File: src/rtl/paralelo_serial_pkg.sv
// Shared PHY definitions for the mux and serializer stages: the comma symbol,
// FSM state encodings, counter widths and a saturating counter helper.
package paralelo_serial_pkg;

  // Comma/idle symbol sent whenever no valid byte is loaded.
  localparam logic [7:0] COM_DEFAULT = 8'hBC;

  // Counter widths.
  localparam int BIT_CNT_W  = 3;  // bit position inside the current byte
  localparam int COM_CNT_W  = 4;  // COM symbols sent while in SYNC
  localparam int IDLE_CNT_W = 8;  // consecutive COM loads while in ACTIVE

  // FSM state encodings.
  localparam logic [0:0] ST_SYNC   = 1'b0;
  localparam logic [0:0] ST_ACTIVE = 1'b1;

  localparam logic [COM_CNT_W-1:0] COM_CNT_MAX = '1;

  // Increment the COM counter, holding it at its maximum value.
  function automatic logic [COM_CNT_W-1:0] com_cnt_inc(input logic [COM_CNT_W-1:0] c);
    return (c == COM_CNT_MAX) ? c : c + COM_CNT_W'(1);
  endfunction

endpackage

File: src/rtl/paralelo_serial.sv
// Parallel-to-serial stage. A byte is loaded every 8 clk_32f edges and sent
// MSB first. After reset the link sends COM symbols (SYNC) until enough of them
// have gone out. Once that happens, valid bytes are forwarded (ACTIVE). A long
// run of idle loads in ACTIVE sends the link back to SYNC.
module paralelo_serial
  import paralelo_serial_pkg::*;
#(
  parameter logic [7:0]  COM      = COM_DEFAULT,
  parameter int unsigned MIN_COM  = 4,   // legal range 1..15
  parameter int unsigned IDLE_MAX = 16   // legal range 1..255
) (
  input  logic       clk_32f,
  input  logic       reset,
  input  logic [7:0] data_in,
  input  logic       valid_in,
  output logic       data_out,
  output logic       load,
  output logic       active
);

  localparam logic [COM_CNT_W-1:0]  MIN_COM_C  = COM_CNT_W'(MIN_COM);
  localparam logic [IDLE_CNT_W-1:0] IDLE_MAX_C = IDLE_CNT_W'(IDLE_MAX);

  logic [BIT_CNT_W-1:0]  bit_cnt;
  logic [7:0]            shreg;
  logic [0:0]            state;
  logic [COM_CNT_W-1:0]  com_cnt;
  logic [IDLE_CNT_W-1:0] idle_cnt;

  // Load-edge outcome, computed every cycle and applied only when load is high.
  logic [0:0]            state_nxt;
  logic [COM_CNT_W-1:0]  com_nxt;
  logic [IDLE_CNT_W-1:0] idle_nxt;
  logic [IDLE_CNT_W-1:0] idle_inc;
  logic [7:0]            byte_sel;

  // The next edge is a load edge when the bit counter sits on its last bit.
  assign load     = (bit_cnt == '1);
  assign idle_inc = idle_cnt + IDLE_CNT_W'(1);

  // Choose the byte to load and the FSM/counter update for the next load edge.
  always_comb begin
    // NOTE: every output gets a default before any branch, so no path can leave
    // one unassigned and infer a latch.
    state_nxt = state;
    com_nxt   = com_cnt;
    idle_nxt  = idle_cnt;
    byte_sel  = COM;
    if (state == ST_SYNC) begin
      if (com_cnt >= MIN_COM_C && valid_in) begin
        byte_sel  = data_in;
        state_nxt = ST_ACTIVE;
      end else begin
        // A valid byte offered before enough commas have gone out is dropped.
        com_nxt = com_cnt_inc(com_cnt);
      end
    end else begin
      if (valid_in) begin
        byte_sel = data_in;
        idle_nxt = '0;
      end else if (idle_inc == IDLE_MAX_C) begin
        // The COM loaded on this edge is the first one of the new SYNC run.
        state_nxt = ST_SYNC;
        com_nxt   = COM_CNT_W'(1);
        idle_nxt  = '0;
      end else begin
        idle_nxt = idle_inc;
      end
    end
  end

  // Free-running bit counter, shift register and registered serial output.
  always_ff @(posedge clk_32f or negedge reset) begin
    if (!reset) begin
      bit_cnt  <= '0;
      // NOTE: the shift register is reset to COM and not left unreset. That
      // preload is the first symbol on the line after release.
      shreg    <= COM;
      data_out <= 1'b0;
    end else begin
      // NOTE: non-blocking assignments, so data_out takes the old shreg[7]
      // while shreg shifts or reloads on the same edge.
      bit_cnt  <= bit_cnt + BIT_CNT_W'(1);
      data_out <= shreg[7];
      if (load) begin
        shreg <= byte_sel;
      end else begin
        shreg <= {shreg[6:0], 1'b0};
      end
    end
  end

  // FSM state, COM/idle counters and the active flag, advanced on load edges only.
  always_ff @(posedge clk_32f or negedge reset) begin
    if (!reset) begin
      state    <= ST_SYNC;
      com_cnt  <= COM_CNT_W'(1);  // the preloaded COM counts as the first one
      idle_cnt <= '0;
      active   <= 1'b0;
    end else if (load) begin
      state    <= state_nxt;
      com_cnt  <= com_nxt;
      idle_cnt <= idle_nxt;
      active   <= (state_nxt == ST_ACTIVE);
    end
  end

endmodule

File: config.mk
export PLATFORM = sky130hd
export DESIGN_NAME = paralelo_serial
export DESIGN_NICKNAME = d
export VERILOG_FILES = /design/src/rtl/paralelo_serial_pkg.sv /design/src/rtl/paralelo_serial.sv
export SDC_FILE = /design/constraint.sdc
export NUM_CORES = 1
export LEC_CHECK = 0
export CAP_MARGIN = 20
export CORE_MARGIN = 5
export CORE_UTILIZATION = 54
export CTS_BUF_LIST = sky130_fd_sc_hd__clkbuf_8 sky130_fd_sc_hd__clkbuf_16
export DETAILED_ROUTE_END_ITERATION = 12
export DONT_BUFFER_PORTS = 1
export PLACE_DENSITY_LB_ADDON = 0.25
export SLEW_MARGIN = 5
export SYNTH_ARGS = -nofsm -noshare
export SYNTH_HDL_FRONTEND = slang
export SYNTH_SLANG_ARGS = --single-unit
File: constraint.sdc
create_clock -name clk_32f -period 5.1 [get_ports clk_32f]
set_clock_uncertainty 0.2 [all_clocks]
set_input_delay 0.51 -clock clk_32f [delete_from_list [all_inputs] [get_ports clk_32f]]
set_output_delay 0.51 -clock clk_32f [all_outputs]
set_load 0.05 [all_outputs]
==> results.toml <==
[critical_path]
ff2ff_path_depth = 5
critical_path.endpoint_type = "flop"
worstPathCellList = "ha_1 -> ha_1 -> nand2_1 -> or2_2 -> o41ai_1"
crit_top_cell = "ha_1"
required_ps = 5060
worstSetupPathType = "reg -> reg"
crit_slowest_cell = "ha_1"
arrival_ps = 2640
critPathMaxFanout = 13
startpoint_type = "flop"
critPathMaxStageDelay_ps = 730

[power_and_ir_drop]
p_int_uw = 278
power_leakage_nw = 0.546
clkPwrFrac_pct = 32.1
cellPowerDensity_nw_per_um2 = 282
comb_power_share_pct = 7.8
p_sw_uw = 96.3
irDropWorstVdd_mv = 0.209
switching_share_pct = 25.7
seqPwrFrac_pct = 60.1

[route]
wl_um = 2410
vias_per_cell = 6.50
postRouteAntennaNets = 0
vias = 955
drt_iter0_markers = 28
wl_per_cell_um = 16.4
dr.pass1.iters = 4
post-route-drc-count = 0

[grt]
use_met1_pct = 20.5
use_met3_pct = 3.51
top_usage_layer = "met2"
grt.met2_usage_pct = 25.7
track_usage_pct = 16.3
grt_overflow = 0
grt_pass1_vias = 961
grt_start_max_net_pins = 26
grt_pass1_wl_um = 4260
antenna_found_initial = 0

[sta]
final_max_slew_viol_count = 0
fin_tns_setup_ps = 0
finalSetupViolCount = 0
tightest_slew_ps = 1160
fmax_mhz = 372
hold_viol = 0
grt_setup_unrepaired = "no"
finalCriticalPeriod_ps = 2680
finalCritPeriodShare_pct = 52.6
slew_headroom_pct = 21.4

[yosys]
syn_inst = 120
yosysTopAreaCell = "dfrtp_1"
synth_area_leaders = "dfrtp_1 (38%), dfstp_2 (13%), ha_1 (5.0%), o21ai_0 (4.8%), o22a_1 (3.5%)"
synth_edf_count = 0
synth_area_sq_um = 1260
async_flop_share_pct = 100
synth-seq-area-share_pct = 50.2
yosysWarnings = 0
ys_types = 40
yosysTopAreaCellShare_pct = 37.7
synth_ff_type = "dfrtp_1"
synth_area_per_cell_sq_um = 10.5
synth_nets = 136
ys_ff_latch = 25

[cells_and_area]
seq_area_sq_um = 633
mostFrequentLayoutCell = "dfrtp_1"
antennaDiodeCount = 0
drive_gt1_share_pct = 12.6
multiInputGateArea_sq_um = 556
final_cells = 147
finalNetCount = 136
most-common-layout-cells = "dfrtp_1 (19), o21ai_0 (12), nand2_1 (8), inv_1 (7), nor2_1 (7)"
area_growth_pct = 5.36
fill_cells = 179

[floorplanning]
coreArea_sq_um = 2210
start_util_pct = 57.0
die_area_sq_um = 3400
pin_count = 14
rows = 17
die_w_um = 58.3
die_height_um = 58.3

[cts]
tritoncts = "built"
clkSinkCount = 25
clk_latency_ps = 270
clockRootBuffer = "clkbuf_8"
clockBufferDepth = 2
post_cts_buffers = 0
cts_resized = 0
path_clk_slew_ps = 90
hold_buffers = 2
cts_buffers = 3
htree_levels = 1

[place]
dp_cells = 141
place_hpwl_um = 1660
gp_routability_congestion = 0.909
io_buffers = 0

[hold_path]
min_path_type = "in -> reg"
min_path_cells = 1

[outcome]
status = "completed"

[job]
maxCapViolCount = 0
==> area by class of cell <==
| cell class | count | share of cell area [%] |
|---|---|---|
| well taps | 28 | 2.64 |
| clock buffers | 3 | 3.11 |
| clock inverters | 1 | 0.565 |
| repair buffers | 2 | 2.26 |
| multi-input cells | 81 | 41.8 |
| inverters | 7 | 1.98 |
| flip-flops and latches | 25 | 47.6 |
==> registers in the layout, summed over array words and instances (netlist names) <==
register / count
bit_cnt: 3
com_cnt: 4
data_out: 1
idle_cnt: 8
shreg: 8
state: 1
==> cell usage after synthesis (3+ instances only) <==
| cell type | number |
|---|---|
| nand2_1 | 8 |
| dfrtp_1 | 19 |
| clkbuf_1 | 3 |
| or3_1 | 3 |
| o22a_1 | 5 |
| inv_1 | 7 |
| dfstp_2 | 6 |
| a31oi_1 | 6 |
| o21ai_0 | 12 |
| ha_1 | 5 |
| nand3_1 | 4 |
| nor2_1 | 7 |
| o41ai_1 | 3 |
==> per-layer routing <==
layer | up-vias | part of all wire (%) | routed length (um)
met5 | - | 0 | 0
met4 | 0 | 2.5 | 61
met3 | 7 | 4.7 | 113
met2 | 24 | 48 | 1170
met1 | 476 | 44 | 1060
li1 | 448 | - | -
==> power groups by stage <==
| stage | Combinational (mW) | Clock (mW) | Sequential [mW] |
|---|---|---|---|
| finish | 0.0292 | 0.120 | 0.225 |
| global route | 0.0338 | 0.131 | 0.227 |
| CTS | 0.0296 | 0.123 | 0.225 |
| detailed placement | 0.0231 | 0 | 0.229 |
| global placement | 0.0221 | 0 | 0.228 |
| floorplan | 0.0275 | 0 | 0.221 |
==> worst paths after layout <==
path	slack (ps)	end	startpoint
hold reg to reg	190	data_out	shreg[7]
setup / recovery	2420	idle_cnt[6]	bit_cnt[0]
min in group asynchronous	460	idle_cnt[1]	reset
max in group asynchronous	4020	shreg[2]	reset
hold / removal	130	idle_cnt[1]	valid_in
setup reg to reg	2420	idle_cnt[6]	bit_cnt[0]
==> logic make-up after synthesis <==
| logic type | Yosys count | synth area share (%) |
|---|---|---|
| AO/OA/AOI/OAI | 43 | 24.5 |
| AND/OR/NAND/NOR | 33 | 14.6 |
| flip-flops | 25 | 50.2 |
| adder cells (fa/ha/maj) | 5 | 4.96 |
| buffers and inverters | 14 | 5.75 |
==> critical path, delay by kind of cell, from the launching register on <==
family / cells / cell delay [ps]
AO/OA/AOI/OAI: 1 / 280
adder cells (fa/ha/maj): 2 / 880
flip-flops: 1 / 370
AND/OR/NAND/NOR: 2 / 840
==> per-stage QoR <==
step	utilization (%)	worst slack (ps)	hold slack [ps]	power, mW	instance area (sq um)
2_1_floorplan	-	2840	14.4	0.249	1260
3_3_place_gp	56.5	2540	15.1	0.250	1250
3_5_place_dp	56.5	2450	15.1	0.252	1250
4_1_cts	60.1	2420	123	0.378	1330
5_1_grt	60.1	2150	124	0.391	1330
6_report	60.1	2420	130	0.375	1330
Power figures use the tool's default switching activity.
